[src/rtl/vending_defs.sv]
// rtl/vending_defs.sv - shared constants for the coin front end and vending state machine
package vending_defs;

   localparam int              CNT_W       = 20;
   localparam logic [CNT_W-1:0] CNT_MAX_DEF = 20'd999_999;
   localparam int              TALLY_W_DEF = 8;

   // Coin values in half-yuan units; the vending state machine reuses these.
   localparam logic [1:0] HALF = 2'd1;
   localparam logic [1:0] ONE  = 2'd2;

endpackage

[src/rtl/key_filter.sv]
// rtl/key_filter.sv - two-flop synchroniser, debounce counter and single detect strobe
module key_filter
   import vending_defs::*;
#(
   parameter logic [CNT_W-1:0] CNT_MAX = CNT_MAX_DEF
) (
   input  logic sys_clk,
   input  logic sys_rst,
   input  logic key_n,
   output logic key_detect
);

   logic             sync1;
   logic             sync2;
   logic [1:0]       sync_vld;
   logic             armed;
   logic [CNT_W-1:0] cnt;

   always_ff @(posedge sys_clk) begin
      if (sys_rst) begin
         sync1 <= 1'b1;
         sync2 <= 1'b1;
      end else begin
         sync1 <= key_n;
         sync2 <= sync1;
      end
   end

   // sync2 only carries a real sample two cycles after reset; a line held low
   // through reset must be seen released before a new press can count.
   always_ff @(posedge sys_clk) begin
      if (sys_rst) begin
         sync_vld <= 2'b00;
         armed    <= 1'b0;
      end else begin
         sync_vld <= {sync_vld[0], 1'b1};
         if (sync_vld[1] && sync2)
            armed <= 1'b1;
      end
   end

   always_ff @(posedge sys_clk) begin
      if (sys_rst)
         cnt <= '0;
      else if (sync2 || !armed)
         cnt <= '0;
      else if (cnt < CNT_MAX)
         cnt <= cnt + 1'b1;
   end

   // Counter saturates at CNT_MAX, so this matches once per press.
   assign key_detect = armed && !sync2 && (cnt == CNT_MAX - 1'b1);

endmodule

[src/rtl/coin_pulse_gen.sv]
// rtl/coin_pulse_gen.sv - debounced coin pulses, one-per-cycle arbitration and saturating tally
module coin_pulse_gen
   import vending_defs::*;
#(
   parameter logic [CNT_W-1:0] CNT_MAX = CNT_MAX_DEF,
   parameter int               TALLY_W = TALLY_W_DEF
) (
   input  logic               sys_clk,
   input  logic               sys_rst,
   input  logic               coin_half_n,
   input  logic               coin_one_n,
   output logic               pi_money_half,
   output logic               pi_money_one,
   output logic [TALLY_W-1:0] coin_tally
);

   logic det_half;
   logic det_one;
   logic pend_half;
   logic pend_one;
   logic pend_half_nxt;
   logic pend_one_nxt;
   logic half_nxt;
   logic one_nxt;
   logic half_req;
   logic one_req;

   key_filter #(.CNT_MAX(CNT_MAX)) u_half_filter (
      .sys_clk    (sys_clk),
      .sys_rst    (sys_rst),
      .key_n      (coin_half_n),
      .key_detect (det_half)
   );

   key_filter #(.CNT_MAX(CNT_MAX)) u_one_filter (
      .sys_clk    (sys_clk),
      .sys_rst    (sys_rst),
      .key_n      (coin_one_n),
      .key_detect (det_one)
   );

   // A pending half coin is older than any fresh one-strobe, so it goes first;
   // otherwise the one coin wins and the half waits a cycle.
   always_comb begin
      half_nxt      = 1'b0;
      one_nxt       = 1'b0;
      pend_half_nxt = 1'b0;
      pend_one_nxt  = 1'b0;
      half_req      = det_half | pend_half;
      one_req       = det_one | pend_one;
      if (pend_half) begin
         half_nxt      = 1'b1;
         pend_one_nxt  = one_req;
         pend_half_nxt = det_half;
      end else if (one_req) begin
         one_nxt       = 1'b1;
         pend_half_nxt = half_req;
      end else if (half_req) begin
         half_nxt      = 1'b1;
      end
   end

   always_ff @(posedge sys_clk) begin
      if (sys_rst) begin
         pi_money_half <= 1'b0;
         pi_money_one  <= 1'b0;
         pend_half     <= 1'b0;
         pend_one      <= 1'b0;
      end else begin
         pi_money_half <= half_nxt;
         pi_money_one  <= one_nxt;
         pend_half     <= pend_half_nxt;
         pend_one      <= pend_one_nxt;
      end
   end

   logic [1:0]       coin_val;
   logic [TALLY_W:0] tally_sum;

   always_comb begin
      coin_val = 2'd0;
      if (pi_money_one)
         coin_val = ONE;
      else if (pi_money_half)
         coin_val = HALF;
      tally_sum = {1'b0, coin_tally} + (TALLY_W+1)'(coin_val);
   end

   always_ff @(posedge sys_clk) begin
      if (sys_rst)
         coin_tally <= '0;
      else if (tally_sum[TALLY_W])
         coin_tally <= '1;
      else
         coin_tally <= tally_sum[TALLY_W-1:0];
   end

endmodule

[config.mk]
export PLATFORM = sky130hd
export DESIGN_NAME = coin_pulse_gen
export DESIGN_NICKNAME = d
export VERILOG_FILES = /design/src/rtl/vending_defs.sv /design/src/rtl/key_filter.sv /design/src/rtl/coin_pulse_gen.sv
export SDC_FILE = /design/constraint.sdc
export NUM_CORES = 1
export LEC_CHECK = 0
export ABC_CLOCK_PERIOD_IN_PS = 2800
export CAP_MARGIN = 20
export CORE_ASPECT_RATIO = 1.75
export CORE_MARGIN = 1
export CORE_UTILIZATION = 31
export CTS_CLUSTER_SIZE = 12
export DETAILED_ROUTE_END_ITERATION = 10
export PLACE_DENSITY_LB_ADDON = 0.1
export SKIP_LAST_GASP = 1
export SYNTH_ARGS = -nofsm -noshare
export SYNTH_HDL_FRONTEND = slang
export SYNTH_SLANG_ARGS = --single-unit
export TNS_END_PERCENT = 5
[constraint.sdc]
create_clock -name sys_clk -period 2.8 [get_ports sys_clk]
set_clock_uncertainty 0.1 [all_clocks]
set_input_delay 0.56 -clock sys_clk [delete_from_list [all_inputs] [get_ports sys_clk]]
set_output_delay 0.56 -clock sys_clk [all_outputs]
set_load 0.01 [all_outputs]
==> flow_metrics.py, run 1 <==
metrics = {
    "synthesis": {
        "synth.top_cell.area_share": 0.424,
        "ys_top_cells_by_count": "60 x dfxtp_1, 38 x nor2_1, 30 x nand2_1",
        "synth-edff-count": 0,
        "seq_area_frac_synth": 0.424,
        "syn_area_per_cell_um2": 8.72,
        "synth_area_leaders": "dfxtp_1 42%, xnor2_1 7.1%, nor2_1 5.0%, a21oi_1 4.2%, nand2_1 4.0%",
        "syn_inst": 325,
        "yosys.area.top_type": "dfxtp_1",
        "synthArstFlopShare": 0,
        "ys_warn_count": 0,
        "synth_top_flop_cell": "dfxtp_1",
        "ys_ff_latch": 60,
        "synth_nets": 336,
        "synth_cell_types": 44,
        "yosysMostFrequentCell": "dfxtp_1",
        "synth_area_um2": 2840,
    },
    "sta": {
        "drv_slew": 0,
        "max_freq_ghz": 0.441,
        "fin_ws_ps": 532,
        "min_period_ps": 2270,
        "tightest_slew_ps": 835,
        "finalCritPeriodShare": 0.810,
        "finalSetupViolCount": 0,
        "tns_ps": 0,
        "slew_headroom": 0.444,
        "finalHoldViolations": 0,
        "rsz0062_at_grt": "no",
    },
    "place": {
        "portBuffers": 13,
        "dp_hpwl_um": 4870,
        "dp_slack_ps": 473,
        "place_congestion": 0.739,
        "placed_cell_area_um2": 3130,
    },
    "clock_network": {
        "cts.repair.resized": 0,
        "clk_latency_ps": 330,
        "clk_path_buf_depth": 2,
        "cts_tree": "yes",
        "cts_buffers": 9,
        "cts.htree.levels": 3,
        "clkSinkCount": 60,
        "cts-hold-fix-buffers": 0,
        "ctsRootBufferMaster": "clkbuf_16",
        "clkTransAtPathRegs_ps": 50,
        "post_cts_buffers": 0,
    },
    "floorplanning": {
        "core_area_um2": 8780,
        "row_count": 45,
        "die-area_um2": 9550,
        "die_x_um": 74.3,
        "initial_utilization": 0.323,
        "ios": 14,
        "die_h_um": 129,
    },
    "detailed_routing": {
        "wire_per_inst_um": 14.3,
        "dr.pass1.iters": 5,
        "detail-route-antenna-nets": 0,
        "viasPerCell": 5.07,
        "drc_errors": 0,
        "dr_wl_met2_um": 3750,
        "drtIter0Drc": 49,
        "drt_wl_total_um": 6710,
        "topRoutingLayerUsed": "met4",
        "wl_met1_um": 2710,
        "vias": 2382,
        "wl_met3_um": 128,
    },
    "worst_setup_path": {
        "cp-end-kind": "flop",
        "cp.buffers_inverters": 1,
        "path_depth": 6,
        "cp_top_family": "compound AO/OA/AOI/OAI gates",
        "slowest_stage": "a311oi_1",
        "slowest_delay_ps": 600,
        "path_class": "reg -> reg",
        "r2r_cells": 6,
        "critPathArrivalTime_ps": 2390,
        "critPathRequiredTime_ps": 2920,
        "start_kind": "flop",
        "path_max_fanout": 18,
        "path_cells": "nand4_1 -> a311oi_1 -> a21o_1 -> buf_4 -> or4_1 -> nand2_1",
    },
    "power": {
        "p_int_uw": 1490,
        "swShare": 0.217,
        "pwr-share-clk": 0.536,
        "powerDensity_nw_per_um2": 559,
        "seqPwrFrac": 0.454,
        "p_switching_uw": 413,
        "irDropWorstVdd_mv": 0.412,
        "combPwrFrac": 0.010,
        "total_power_uw": 1900,
        "p_leak_uw": 0.00110,
    },
    "flow_run": {
        "maxCapViolCount": 0,
    },
    "layout": {
        "final_util": 0.388,
        "n_antenna_cell": 0,
        "layout-drive-gt1-share": 0.0992,
        "fin_area_um2": 3410,
        "syn2layout_area_growth_pct": 20.2,
        "layout.nets": 359,
    },
    "global_route": {
        "grt_pass1_wl_um": 11200,
        "grt_antenna_before_repair": 0,
        "grt_overflow": 0,
        "grt_max_degree": 19,
        "grt_pass1_vias": 2405,
        "grtUsageTotal": 0.158,
    },
    "status": {
        "outcome": "finished clean",
    },
    "worst_hold_path": {
        "hp-class": "reg -> reg",
        "holdPathStages": 1,
    },
}
-- routing by layer --
metal / track usage / up-vias
li1: - / 1230
met1: 0.155 / 1130
met2: 0.292 / 15
met3: 0.0423 / 7
met4: 0.0799 / 0
met5: 0 / -
-- power by group through the flow --
stage | clock network [uW] | registers (uW) | logic (uW)
floorplan | 0 | 881 | 10.9
global placement | 0 | 882 | 19.1
detailed placement | 0 | 882 | 19.2
CTS | 1060 | 864 | 19.3
global route | 1100 | 864 | 21.1
finish | 1020 | 864 | 18.8
-- worst reg2reg max path, stage by stage (launching register included) --
cell and delay, ps:
dfxtp_1 410, nand4_1 190, a311oi_1 610, a21o_1 470
buf_4 230, or4_1 100, nand2_1 50
-- registers in the layout (all words and copies together), names as in the netlist, 2 cells and up --
signal and flops:
coin_tally 8, u_half_filter.cnt 20, u_half_filter.sync_vld 2, u_one_filter.cnt 20
-- cell type report --
type                    count  area (um2)
clock inverters             6        40.0
fillers                   935        5380
repair buffers             21         190
multi-input cells         242        1540
clock buffers              10         239
flip-flops and latches     60        1200
inverters                  14        52.6
well taps                 117         146
-- cell usage in the layout, fill, tap and decap left out, types with 3 or more instances in the layout --
| cell | n |
|---|---|
| nor4_1 | 7 |
| a21oi_1 | 24 |
| buf_4 | 8 |
| or2_2 | 5 |
| o31ai_1 | 9 |
| or4_1 | 12 |
| dfxtp_1 | 60 |
| and4_1 | 6 |
| nand3_1 | 15 |
| and3_1 | 4 |
| clkdlybuf4s50_1 | 13 |
| ha_1 | 6 |
| clkinv_2 | 3 |
| inv_1 | 14 |
| nand4_1 | 10 |
| nor2_1 | 38 |
| clkbuf_16 | 9 |
| a211oi_1 | 9 |
| nor3_1 | 9 |
| nand2_1 | 30 |
| xnor2_1 | 23 |
-- per-stage QoR --
| step | hold slack [ps] | std cells |
|---|---|---|
| after floorplan | 289 | 325 |
| after global placement | 294 | 453 |
| after detailed placement | 298 | 454 |
| after CTS | 311 | 470 |
| after global routing | 328 | 470 |
| final | 309 | 470 |
-- kinds of logic after synthesis --
kind of cell,synth area share
simple gates,0.298
flops,0.424
compound gates,0.130
xor+xnor,0.0772
buf+inv,0.0340
fa+ha+maj,0.0335
mux,0.00353
-- final timing paths --
check                  startpoint             endpoint  slack (ps)
min            u_one_filter.sync1   u_one_filter.sync2         310
max reg2reg  u_one_filter.cnt[16]  u_one_filter.cnt[8]         530
min reg2reg    u_one_filter.sync1   u_one_filter.sync2         310
max          u_one_filter.cnt[16]  u_one_filter.cnt[8]         530
No activity file was read; power rests on OpenSTA's default activity.
==> run 2: changes to the inputs <==
--- a/config.mk
+++ b/config.mk
@@ -5,7 +5,7 @@
 export SDC_FILE = /design/constraint.sdc
 export NUM_CORES = 1
 export LEC_CHECK = 0
-export ABC_CLOCK_PERIOD_IN_PS = 2800
+export ABC_CLOCK_PERIOD_IN_PS = 2000
 export CAP_MARGIN = 20
 export CORE_ASPECT_RATIO = 1.75
 export CORE_MARGIN = 1
==> constraint.sdc (replaced) <==
create_clock -name sys_clk -period 2 [get_ports sys_clk]
set_clock_uncertainty 0.1 [all_clocks]
set_input_delay 0.4 -clock sys_clk [delete_from_list [all_inputs] [get_ports sys_clk]]
set_output_delay 0.4 -clock sys_clk [all_outputs]
set_load 0.01 [all_outputs]
==> flow_metrics.py, run 2 (synthesis gave the netlist of run 1 again) <==
metrics = {
    "status": {
        "outcome": "complete, but fails checks",
        "failed_checks": "setup timing",
    },
    "layout": {
        "largestRegisters": "u_half_filter.cnt x20, u_one_filter.cnt x20, coin_tally x8",
        "layout.nets": 408,
        "n_antenna_cell": 0,
        "final_util": 0.445,
        "final_cell_mix": "58 x dfxtp_1, 56 x buf_4, 37 x nor2_1",
        "final_common_cell": "dfxtp_1",
        "layout-drive-gt1-share": 0.239,
        "syn2layout_area_growth_pct": 37.7,
    },
    "sta": {
        "max_freq_ghz": 0.495,
        "min_period_ps": 2020,
        "finalHoldViolations": 0,
        "drv_slew": 0,
        "fin_ws_ps": -20.0,
        "rsz0062_at_grt": "yes",
        "slew_headroom": 0.756,
        "tns_ps": -75.7,
        "finalCritPeriodShare": 1.01,
        "holdWs_ps": 325,
        "finalSetupViolCount": 6,
        "tightest_slew_ps": 364,
    },
    "worst_hold_path": {
        "hp-class": "reg -> reg",
        "holdPathStages": 1,
        "hold_start": "u_half_filter.sync1",
        "hold_end": "u_half_filter.sync2",
    },
    "worst_setup_path": {
        "path_class": "reg -> reg",
        "path_cells": "nor4_4 -> a311oi_2 -> a21o_1 -> buf_12 -> or4_1 -> a21oi_1",
        "slowest_delay_ps": 500,
        "worstReg2RegEnd": "u_one_filter.cnt[14]",
        "start_kind": "flop",
        "reg2reg_from": "u_one_filter.cnt[15]",
        "slowest_stage": "or4_1",
        "critPathArrivalTime_ps": 2170,
        "cp_top_family": "simple AND/OR/NAND/NOR gates",
        "critPathRequiredTime_ps": 2150,
        "cp.buffers_inverters": 1,
        "path_max_fanout": 22,
        "cp-end-kind": "flop",
        "r2r_slack_ps": -20,
        "r2r_cells": 6,
    },
    "floorplanning": {
        "die-area_um2": 9550,
        "die_x_um": 74.3,
        "core_area_um2": 8780,
        "ios": 14,
        "initial_utilization": 0.323,
        "die_h_um": 129,
        "row_count": 45,
    },
    "global_route": {
        "grtUsageTotal": 0.168,
        "grt_pass1_wl_um": 12200,
        "grt_overflow": 0,
        "grt_antenna_before_repair": 0,
        "grt_max_degree": 23,
        "grt_pass1_vias": 2511,
    },
    "power": {
        "p_leak_uw": 0.00138,
        "irDropWorstVdd_mv": 0.438,
        "powerDensity_nw_per_um2": 750,
    },
    "detailed_routing": {
        "drtIter0Drc": 86,
        "viasPerCell": 5.00,
        "drt_wl_total_um": 7210,
        "vias": 2589,
        "detail-route-antenna-nets": 0,
        "dr.pass1.iters": 4,
        "drc_errors": 0,
        "wire_per_inst_um": 13.9,
    },
    "clock_network": {
        "cts_buffers": 9,
        "cts-hold-fix-buffers": 0,
        "ctsRootBufferMaster": "clkbuf_16",
        "clk_path_buf_depth": 2,
        "clk_latency_ps": 330,
        "clkSinkCount": 60,
        "cts_tree": "yes",
        "clkTransAtPathRegs_ps": 50,
        "cts.htree.levels": 3,
    },
    "place": {
        "portBuffers": 13,
        "dp_hpwl_um": 5280,
        "place_congestion": 0.730,
        "dp_slack_ps": -69.9,
    },
    "flow_run": {
        "maxCapViolCount": 0,
    },
}
[run 2: power breakdown]
group          internal, uW  leakage, uW  switching (uW)
Sequential             1210     0.000486            5.01
Combinational          15.3     0.000738            13.6
Clock                  1150     0.000158             540
Total                  2370      0.00138             559
[run 2: layer usage]
metal | vias to the layer above | global-route usage | share of wire
met5 | - | 0 | 0
met4 | 0 | 0.0821 | 0.020
met3 | 9 | 0.0329 | 0.016
met2 | 18 | 0.304 | 0.56
met1 | 1224 | 0.181 | 0.40
li1 | 1338 | - | -
[run 2: final cells by class]
type / instances / area (um2)
Sequential cell: 60 / 1200
Multi-Input combinational cell: 242 / 1610
Clock buffer: 11 / 253
Inverter: 14 / 52.6
Fill cell: 903 / 4880
Clock inverter: 4 / 72.6
Timing Repair Buffer: 70 / 571
Tap cell: 117 / 146
[run 2: repair_timing]
action	4_1_cts	5_1_grt
pin swaps	0	7
endpoints found under the setup margin	15	20
gates resized for setup	2	14
setup buffers	0	3
[run 2: how the worst max path moves through the flow]
stage,from,endpoint,cells after the start
final,u_one_filter.cnt[15],u_one_filter.cnt[14],6
after global routing,pi_money_half,coin_tally[0],8
after CTS,pi_money_half,coin_tally[1],8
after detailed placement,u_one_filter.cnt[6],u_one_filter.cnt[15],7
after global placement,u_one_filter.cnt[6],u_one_filter.cnt[15],7
after floorplan,pi_money_half,coin_tally[0],8
[run 2: per-stage QoR]
step / total power (uW) / instance area (um2) / cells
floorplan: 1250 / 2840 / 325
global placement: 1260 / 3490 / 500
detailed placement: 1270 / 3490 / 500
CTS: 2970 / 3820 / 515
global route: 3020 / 3910 / 518
finish: 2930 / 3910 / 518
